$ cat config.mk
export PLATFORM = sky130hd
export DESIGN_NAME = pulse_stretcher
export DESIGN_NICKNAME = d
export VERILOG_FILES = /design/src/rtl/pulse_stretcher.sv
export SDC_FILE = /design/constraint.sdc
export NUM_CORES = 1
export LEC_CHECK = 0
export ABC_CLOCK_PERIOD_IN_PS = 5380
export CORE_UTILIZATION = 40
export CTS_CLUSTER_SIZE = 30
export DETAILED_ROUTE_END_ITERATION = 7
export SLEW_MARGIN = 0
export SYNTH_ARGS = -nofsm -noshare
export SYNTH_HDL_FRONTEND = slang
export SYNTH_SLANG_ARGS = --single-unit
$ cat constraint.sdc
create_clock -name clk -period 5.38 [get_ports clk]
set_clock_uncertainty 0.15 [all_clocks]
set_input_delay 0.807 -clock clk [delete_from_list [all_inputs] [get_ports clk]]
set_output_delay 0.807 -clock clk [all_outputs]
set_load 0.005 [all_outputs]
$ cat src/rtl/pulse_stretcher.sv
// pulse_stretcher
// Turns each single-cycle trigger on `in` into a stretched high level on `out`.
// Each stretched pulse lasts HIGH_CYCLES cycles and is followed by at least
// GAP_CYCLES low cycles. One trigger arriving while a pulse is active can be
// held in a pending flag and launched later. Triggers beyond that are counted
// in a saturating drop counter. With RETRIGGER set, a trigger during HIGH
// extends the current pulse instead of queueing a new one.

module pulse_stretcher #(
    parameter int HIGH_CYCLES = 16,
    parameter int GAP_CYCLES  = 4,
    parameter int RETRIGGER   = 0
) (
    input  logic       clk,
    input  logic       rst_n,
    input  logic       in,
    output logic       out,
    output logic       busy,
    output logic       done,
    output logic [7:0] drop_cnt
);

    // Parameter legality: any illegal value stops elaboration.
    if (HIGH_CYCLES < 1) begin : g_bad_high_cycles
        $error("pulse_stretcher: HIGH_CYCLES must be 1 or more");
    end
    if (GAP_CYCLES < 1) begin : g_bad_gap_cycles
        $error("pulse_stretcher: GAP_CYCLES must be 1 or more");
    end
    if ((RETRIGGER != 0) && (RETRIGGER != 1)) begin : g_bad_retrigger
        $error("pulse_stretcher: RETRIGGER must be 0 or 1");
    end

    localparam int MAX_CYCLES = (HIGH_CYCLES > GAP_CYCLES) ? HIGH_CYCLES : GAP_CYCLES;
    localparam int CW         = $clog2(MAX_CYCLES + 1);

    // A counter loaded with N-1 reaches zero on the N-th cycle of its phase.
    localparam logic [CW-1:0] HIGH_LOAD = CW'(HIGH_CYCLES - 1);
    localparam logic [CW-1:0] GAP_LOAD  = CW'(GAP_CYCLES - 1);
    localparam logic [CW-1:0] CNT_ZERO  = CW'(0);
    localparam logic [CW-1:0] CNT_ONE   = CW'(1);
    localparam bit            RETRIG_EN = (RETRIGGER != 0);

    typedef enum logic [1:0] {
        ST_IDLE = 2'b00,
        ST_HIGH = 2'b01,
        ST_GAP  = 2'b10
    } state_t;

    state_t          state_r,    state_s;
    logic [CW-1:0]   high_cnt_r, high_cnt_s;
    logic [CW-1:0]   gap_cnt_r,  gap_cnt_s;
    logic            pending_r,  pending_s;
    logic            out_r,      out_s;
    logic            busy_r,     busy_s;
    logic            done_r,     done_s;
    logic [7:0]      drop_cnt_r, drop_cnt_s;
    logic            drop_s;
    logic            pend_eff_s;

    // Saturating increment so the drop counter sticks at its maximum.
    function automatic logic [7:0] sat_inc8(input logic [7:0] v);
        if (v == 8'hFF) begin
            return 8'hFF;
        end else begin
            return v + 8'd1;
        end
    endfunction

    // Next-state, counter, pending-flag and output decode.
    always_comb begin
        state_s    = state_r;
        high_cnt_s = high_cnt_r;
        gap_cnt_s  = gap_cnt_r;
        pending_s  = pending_r;
        out_s      = 1'b0;
        done_s     = 1'b0;
        drop_s     = 1'b0;
        pend_eff_s = pending_r;

        case (state_r)
            ST_IDLE: begin
                if (in) begin
                    state_s    = ST_HIGH;
                    high_cnt_s = HIGH_LOAD;
                    out_s      = 1'b1;
                end else begin
                    out_s      = 1'b0;
                end
            end

            ST_HIGH: begin
                if (in && RETRIG_EN) begin
                    // Reload: the pulse now ends HIGH_CYCLES cycles from here.
                    high_cnt_s = HIGH_LOAD;
                    out_s      = 1'b1;
                end else begin
                    if (in) begin
                        if (pending_r) begin
                            drop_s = 1'b1;
                        end else begin
                            pending_s = 1'b1;
                        end
                    end else begin
                        pending_s = pending_r;
                    end

                    if (high_cnt_r == CNT_ZERO) begin
                        // The done cycle is the first cycle of the gap.
                        state_s    = ST_GAP;
                        gap_cnt_s  = GAP_LOAD;
                        high_cnt_s = CNT_ZERO;
                        out_s      = 1'b0;
                        done_s     = 1'b1;
                    end else begin
                        high_cnt_s = high_cnt_r - CNT_ONE;
                        out_s      = 1'b1;
                    end
                end
            end

            ST_GAP: begin
                // A trigger on the final gap cycle may still fill an empty
                // pending slot and launch immediately.
                if (in) begin
                    if (pending_r) begin
                        drop_s = 1'b1;
                    end else begin
                        pend_eff_s = 1'b1;
                    end
                end else begin
                    pend_eff_s = pending_r;
                end

                if (gap_cnt_r == CNT_ZERO) begin
                    pending_s = 1'b0;
                    if (pend_eff_s) begin
                        state_s    = ST_HIGH;
                        high_cnt_s = HIGH_LOAD;
                        out_s      = 1'b1;
                    end else begin
                        state_s    = ST_IDLE;
                        out_s      = 1'b0;
                    end
                end else begin
                    gap_cnt_s = gap_cnt_r - CNT_ONE;
                    pending_s = pend_eff_s;
                end
            end

            default: begin
                state_s    = ST_IDLE;
                high_cnt_s = CNT_ZERO;
                gap_cnt_s  = CNT_ZERO;
                pending_s  = 1'b0;
            end
        endcase

        busy_s = (state_s != ST_IDLE);

        if (drop_s) begin
            drop_cnt_s = sat_inc8(drop_cnt_r);
        end else begin
            drop_cnt_s = drop_cnt_r;
        end
    end

    // State, counters and registered outputs; reset abandons any activity.
    always_ff @(posedge clk or negedge rst_n) begin
        if (!rst_n) begin
            state_r    <= ST_IDLE;
            high_cnt_r <= CNT_ZERO;
            gap_cnt_r  <= CNT_ZERO;
            pending_r  <= 1'b0;
            out_r      <= 1'b0;
            busy_r     <= 1'b0;
            done_r     <= 1'b0;
            drop_cnt_r <= 8'd0;
        end else begin
            state_r    <= state_s;
            high_cnt_r <= high_cnt_s;
            gap_cnt_r  <= gap_cnt_s;
            pending_r  <= pending_s;
            out_r      <= out_s;
            busy_r     <= busy_s;
            done_r     <= done_s;
            drop_cnt_r <= drop_cnt_s;
        end
    end

    assign out      = out_r;
    assign busy     = busy_r;
    assign done     = done_r;
    assign drop_cnt = drop_cnt_r;

endmodule

# After elaboration in Yosys (flattened, before gate mapping)
# Cells that the tools add are included.
word_totals:
  regBits: 24
  inputBits: 3
op_classes:
  mux: 28
  eq_ne: 8
  bitwise: 1
  add_sub_neg: 3
  reduce_logical: 7
ops:
  columns: ["cell", "count"]
  rows:
  - ["two-way mux 5 bit", 6]
  - ["case mux 5 bit (3 select lines)", 2]
  - ["two-way mux 1 bit", 13]
  - ["zero test 5 bit", 2]
  - ["inequality test 2 bit (second input constant)", 5]
  - ["subtractor 5 x 1 -> 5 bit (second input constant)", 2]
  - ["adder 8 x 1 -> 8 bit (second input constant)", 1]
  - ["== test 8 bit (second input constant)", 1]
  - ["two-way mux 8 bit", 1]
  - ["two-way mux 2 bit", 3]
  - ["case mux 1 bit (3 select lines)", 2]
  - ["case mux 2 bit (3 select lines)", 1]
  - ["AND reduction 3 bit", 2]
  - ["== test 2 x 1 -> 1 bit (second input constant)", 1]
  - ["== test 2 bit (second input constant)", 1]
  - ["zero test 2 bit", 1]
  - ["nonzero test 2 bit", 1]
  - ["OR reduction 2 bit", 1]
  - ["inverter 1 bit", 1]

# Depth between registers and ports, before layout
depth:
  ltp_word: 6
  mapped_depth: 7
  depth_no_buf: 6

# Least setup slack after synthesis
# Ideal clock, no wire load.
synth_timing:
  path_type: "flip-flop to flip-flop"
  start: "register state_r[0]"
  end: "register drop_cnt_r[6] (netlist: drop_cnt[6])"
  setup_ns: 0.125
  stages_incl_launch_ff: 8
  slack_ns: 3.383
  period_less_slack_ns: 1.997
  required_ns: 5.105
  arrival_ns: 1.722
  path_cell_list: "dfrtp_1 inv_1 ha_1 and3_1 buf_2 and3_1 nand4_1 mux2_2"
synth_between:
  elab_chain_cells: 3
  elab_cells_between_ends: 4
  classes_between: "2 x eq/ne; 1 x mux; 1 x reduce/logical"
synth_rtl:
  columns: ["element", "line_no", "rtl"]
  rows:
  - ["start: declaration", "50", "state_t state_r, state_s;"]
  - ["start signal: assignment", "180", "state_r <= state_s;"]
  - ["== test 2 bit or == test 2 x 1 -> 1 bit (tied branches)", "81", "case (state_r)"]
  - ["OR reduction 2 bit (no source line) (*)", null, null]
  - ["two-way mux 1 bit (*)", null, null]
  - ["end signal: assignment", "187", "drop_cnt_r <= drop_cnt_s;"]
  - ["end: declaration", "57", "logic [7:0] drop_cnt_r, drop_cnt_s;"]
# Mark *: on every way between the ends. The rest lies on a longest branch, timed or not.
# A chain may end at the register's enable or synchronous reset.

# Worst setup path in the final report
layout_timing:
  start: "input in"
  end: "register drop_cnt_r[6] (netlist: drop_cnt[6])"
layout_between:
  elab_chain_cells: 2
layout_rtl:
  columns: ["element", "line_no", "rtl"]
  rows:
  - ["start: declaration", "16", "input logic in,"]
  - ["two-way mux 1 bit", "125", "if (in) begin"]
  - ["two-way mux 1 bit", null, null]
# No other way between the ends.

==> metrics.md <==
| Metric | Value |
|---|---|
| Post-synth ARST share | 1.000 |
| FP Rows | 20 |
| Max Slew Vio Count | 0 |
| Met3 wire len | 58 um |
| Final #Nets | around 160 |
| Final hold vios | 0 |
| MaxCap Viol Count | 0 |
| Setup Viol. Count Final | 0 |
| Post-layout instance area | 1565 um^2 |
| GP Congestion | 0.8132 |
| Wire per inst | 13.62 um |
| Die width | 59.80 um |
| Crit Path Max Fanout | 9 |
| Post-CTS sizing | 0 |
| Setup Fix Bufs, Post-CTS | 0 |
| Largest net degree at the start of global routing | 25 |
| Dpl cells | around 190 |
| Dominant cell type by area after synthesis | dfrtp_1 |
| Outcome | completed |
| Cells after synthesis | 138 |
| Slew @ Worst Pin | 1.071 ns |
| Initial Util | 0.4306 |
| Seq cells post-synth | 24 |
| Hpwl dp | 2007 um |
| Critical path type | input port to register |
| Post-synth design cell area | roughly 1300 um^2 |
| Startpoint types | input port |
| Layout area overhead | 17.13% |
| Pre-antenna DRT Iters | 4 |
| Core area | 3103 um^2 |
| Non-filler cells, final | 197 |
| Arrival time worst endpoint | 2.41 ns |
| RSZ-0062 raised after global routing | false |
| Synthesized net count | 148 |
| DRC | 0 |
| Relative slew slack | 0.2837 |
| Congestion Overflow GR | 0 |
| Die footprint | 3576 um^2 |
| Sequential area share after synthesis | 0.4494 |
| DRT met1 WL | 1248 um |
| Yosys cell types | 36 |
| Placed cell area | ~1500 um^2 |
| TNS Setup | 0 ns |
| CTS tree | built |
| Vias | 1,078 |
| TritonCTS buffer count | 3 |
| I/O pin cnt | 14 |
| HP Class | register to register |
| Diodes inserted | 0 |
| Worst-Skew Late Latency | 0.33 ns |
| Number of vias per cell | 5.472 |
| Max layer used | met4 |
| Met2 WL | roughly 1300 um |
| Final wirelength | 2683 um |
| Max VDD drop | 0.0002150 V |
| Tot GR Track Use | 0.1767 |
| Pleak | 0.6926 nW |
| Antenna violations before repair | 0 |
| H-Tree Depth | 1 |
| Vias in the first global route | ~1,100 |
| Number of synthesized flops with an enable pin | 0 |
| Final Core Density | 0.5044 |
| Synth Flop Type | dfrtp_1 |
| Period Utilization, post-route | 0.4343 |
| CTS Buffer Depth | 2 |
| # port buffers | 13 |
| Root Buffer | clkbuf_4 |
| Min Tclk post-route | 2.337 ns |
| Hold-fix buffer count after cts | 0 |
| Top post-synthesis cells by area | dfrtp_1 (45%), ha_1 (6.6%), o21ai_0 (4.1%), a21oi_1 (3.7%), inv_1 (3.7%) |
| Power per cell area | 549.6 nW/um^2 |
| Layout cell share with drive strength beyond 1 | 0.09150 |
| YS warnings | 0 |
| Post-synth top area share | 0.4494 |
| Worst-path clk slew | roughly 0.13 ns |
| Fmax | about 430 MHz |
| 1st-iter DRT viols | 42 |
| CP required | 5.45 ns |
| Synthesized area per cell | between 9 and 10 um^2 |
| First-pass GRT wire length | 4671 um |
| Die H | between 50 and 60 um |
| Post-route antenna net violation count | 0 |
| Clock sinks | 24 |
| CP Capture Type | register |
## worst paths after layout
kind | startpoint | end | slack (ns) | cells past startpoint
worst min-delay path | high_cnt_r[4] | high_cnt_r[4] | 0.38 | 1
worst max-delay path | in | drop_cnt[6] | 3.04 | 5
min in group asynchronous | rst_n | gap_cnt_r[1] | 0.89 | 1
worst min register to register | high_cnt_r[4] | high_cnt_r[4] | 0.38 | 1
max in group asynchronous | rst_n | done | 3.54 | 1
worst max register to register | state_r[0] | drop_cnt[6] | 3.23 | 6
## where the power goes
part           switching (mW)  total (mW)  internal [mW]
clock                  0.0568       0.132         0.0754
sequential             0.0579       0.298          0.240
combinational           0.213       0.430          0.217
total                   0.327       0.860          0.533
## cell usage in the layout (no fill, tap or decap), types with 3 or more instances in the layout
cell type / instances
nor2_1: 12
dfrtp_1: 24
nand2b_1: 3
inv_1: 13
nand2_1: 10
o21ai_0: 11
nor3_1: 3
o31ai_1: 5
clkbuf_4: 3
a21oi_1: 10
ha_1: 7
nand4_1: 3
a22o_1: 4
and3_1: 4
clkdlybuf4s50_1: 13
## synthesized netlist by cell type, drive strengths merged (2+ instances only)
cell type,n
or2,2
nand2,10
ha,7
xor2,2
a21oi,11
inv,13
dfrtp,24
mux2,4
nand2b,3
and3,4
nand4,3
nand3,2
nor2,12
o31ai,5
o21a,2
o21ai,11
a22o,4
nor3,3
## sequential cells by signal (all words and copies together), names as in the netlist
register and count:
busy 1, done 1, drop_cnt 8, gap_cnt_r 5
high_cnt_r 5, out 1, pending_r 1, state_r 2
## area by class of cell
type | instances | area [um^2]
clock buffers | 3 | 22.52
clock inverters | 1 | 30.03
fillers | 324 | 1538
inverters | 13 | 48.80
multi-input cells | 99 | 678.2
flip-flops and latches | 24 | 600.6
well taps | 44 | 55.05
repair buffers | 13 | 130.1
## stage by stage
step | total power [mW] | setup slack, ns | hold slack (ns)
after floorplan | 0.5955 | 3.383 | 0.3096
after global placement | 0.7202 | 2.748 | 0.3229
after detailed placement | 0.7307 | 2.710 | 0.3420
after CTS | 0.8695 | 3.057 | 0.3737
after global routing | 0.9385 | 2.930 | 0.3929
final | 0.8602 | 3.043 | 0.3803
## per-layer routing
metal  up-vias  track usage
li1        528            -
met5         -            0
met3         5      0.02597
met1       533       0.2225
met4         0      0.07973
met2        12       0.2984
## critical path, cell delays in order
cell,delay [ns]
clkdlybuf4s50_1,0.57
and3_1,0.37
and3_1,0.26
nand4_1,0.11
mux2_2,0.28
## kinds of logic (layout without fill, tap and decap cells)
| family | Yosys count | count (layout) | synth area share |
|---|---|---|---|
| flops | 24 | 24 | 0.4494 |
| mux | 4 | 4 | 0.03933 |
| simple gates | 42 | 42 | 0.1648 |
| xor+xnor | 2 | 2 | 0.01311 |
| compound gates | 44 | 44 | 0.2247 |
| buf+inv | 15 | 30 | 0.04307 |
| fa+ha+maj | 7 | 7 | 0.06554 |
(Power assumes the default switching activity.)
==> edit (config.mk and constraints unchanged) <==
Change the parameter `HIGH_CYCLES` from 16 to 8.
--- a/src/rtl/pulse_stretcher.sv
+++ b/src/rtl/pulse_stretcher.sv
@@ -7,7 +7,7 @@
 // extends the current pulse instead of queueing a new one.
 
 module pulse_stretcher #(
-    parameter int HIGH_CYCLES = 16,
+    parameter int HIGH_CYCLES = 8,
     parameter int GAP_CYCLES  = 4,
     parameter int RETRIGGER   = 0
 ) (
Formal check against the unedited RTL: not equivalent (a bounded check fails within 10 cycles, from zero or initial values and one cycle with rst_n low).
==> edit against the unedited design <==
  * Worst hold slack improved by 9.9 ps
  * Count of clock-buffer cells in the layout unchanged
  * Power is 3.0% lower
  * Wire length shrank 8.5%
  * Cell area decreased by 4.3%
  * Sequential share of layout area decreased by 1.6 points
  * Synthesized area shrank 4.9%
  * Sequential cell count is 2 lower
  * Worst setup slack improved by 23 ps
  * Critical path type is now flip-flop to output port
  * Critical endpoint is now drop_cnt[3]
  * Largest cell class unchanged
==> edit: results (changes against the unedited design) <==
.. list-table::
   :header-rows: 1

   * - Metric
     - Value
   * - Status
     - completed (unchanged)
   * - Final GP Congestion
     - 0.802 (was 0.813)
   * - Most frequent cells after synthesis
     - sky130_fd_sc_hd__dfrtp_1, sky130_fd_sc_hd__nor2_1, sky130_fd_sc_hd__ha_1, sky130_fd_sc_hd__nand2_1, sky130_fd_sc_hd__o21ai_0 (was sky130_fd_sc_hd__dfrtp_1, sky130_fd_sc_hd__inv_1, sky130_fd_sc_hd__nor2_1)
   * - Sequential cell area fraction in the yosys report
     - 43.3% (was 44.9%)
   * - Peak VDD IR
     - 209 uV (was 215 uV)
   * - Maximum number of pins on one net before global-route repair
     - 23 (was 25)
   * - First-pass GRT wire length
     - 4040 microns (was 4670 microns)
   * - Leakage power
     - 0.663 nW (was 0.693 nW)
   * - Cells taking the most area after synthesis
     - sky130_fd_sc_hd__dfrtp_1, sky130_fd_sc_hd__ha_1, sky130_fd_sc_hd__o21ai_0, sky130_fd_sc_hd__nor2_1, sky130_fd_sc_hd__a21oi_1 (was sky130_fd_sc_hd__dfrtp_1, sky130_fd_sc_hd__ha_1, sky130_fd_sc_hd__o21ai_0, sky130_fd_sc_hd__a21oi_1, sky130_fd_sc_hd__inv_1)
   * - GRT Resource Usage Total
     - 15.8% (was 17.7%)
   * - Met3 track utilization from global routing
     - 1.98% (was 2.60%)
   * - Post-route non-filler standard cell count
     - 195 (was 197)
   * - Total Nets Final
     - 165 (was 164)
   * - Number of global-route vias before repair
     - 909 (was 1076)
   * - Detailed Route Iter0 Violations
     - 34 (was 42)
   * - Fraction of met2 tracks used by global routing
     - 24.0% (was 29.8%)
   * - Fraction of layout instances using a drive strength above 1
     - 7.28% (was 9.15%)
   * - Critical path's largest stage delay
     - 550 ps (was 570 ps)
   * - Post-placement cell area
     - 1450 sq um (was 1510 sq um)
   * - Family with the most delay on the worst path
     - buffers and inverters (was simple AND/OR/NAND/NOR gates)
   * - Number of different library cells in the post-synthesis netlist
     - 39 (was 36)
   * - Worst R2R Start
     - gap_cnt_r[0]$_DFFE_PN0P_ (was state_r[0]$_DFF_PN0_)
   * - Max Fanout on Critical Path
     - 7 (was 9)
   * - Met2 Routed Length
     - 1070 microns (was 1330 microns)
   * - Startpoint of the worst hold path
     - drop_cnt[7]$_DFFE_PN0P_ (was high_cnt_r[4]$_DFFE_PN0P_)
   * - Critical Path Source
     - drop_cnt[3]$_DFFE_PN0P_ (was in)
   * - Cells after synthesis
     - 137 (was 138)
   * - Slew of the pin with the lowest slew margin
     - 978 ps (was 1070 ps)
edit: changes by cell type in the layout (fill, tap and decap cells not counted), moves of 3 or more:
cell                      change
sky130_fd_sc_hd__inv_1        -4
sky130_fd_sc_hd__nor3_1       +4
sky130_fd_sc_hd__or2_2        +4
sky130_fd_sc_hd__a31oi_1      +3
sky130_fd_sc_hd__ha_1         +3
sky130_fd_sc_hd__nor2b_1      +3
sky130_fd_sc_hd__o31ai_1      -3
edit: power breakdown:
part | switching (mW) | internal, mW
Sequential | 0.0616 | 0.226
Combinational | 0.218 | 0.201
Clock | 0.0532 | 0.0754
edit: worst paths after layout:
kind	depth (start not counted)	slack (ps)	end
max in group asynchronous	1	3630	drop_cnt[3]$_DFFE_PN0P_
hold / removal	1	390	drop_cnt[7]$_DFFE_PN0P_
hold reg to reg	1	390	drop_cnt[7]$_DFFE_PN0P_
setup / recovery	1	3070	drop_cnt[3]
setup reg to reg	6	3120	high_cnt_r[3]$_DFFE_PN0P_
min in group asynchronous	1	860	gap_cnt_r[2]$_DFFE_PN0P_
edit: layout make-up:
type / count / area (sq um)
Clock buffer: 3 / 22.5
Clock inverter: 1 / 30.0
Fill cell: 280 / 1530
Inverter: 9 / 33.8
Multi-Input combinational cell: 103 / 676
Sequential cell: 22 / 551
Tap cell: 44 / 55.1
Timing Repair Buffer: 13 / 130
edit: logic make-up after synthesis:
family | after synthesis | share of synthesized area (%)
AND/OR/NAND/NOR | 57 | 24.8
adder cells (fa/ha/maj) | 10 | 9.84
AO/OA/AOI/OAI | 34 | 17.1
flip-flops | 22 | 43.3
XOR/XNOR | 2 | 1.38
buffers and inverters | 12 | 3.54
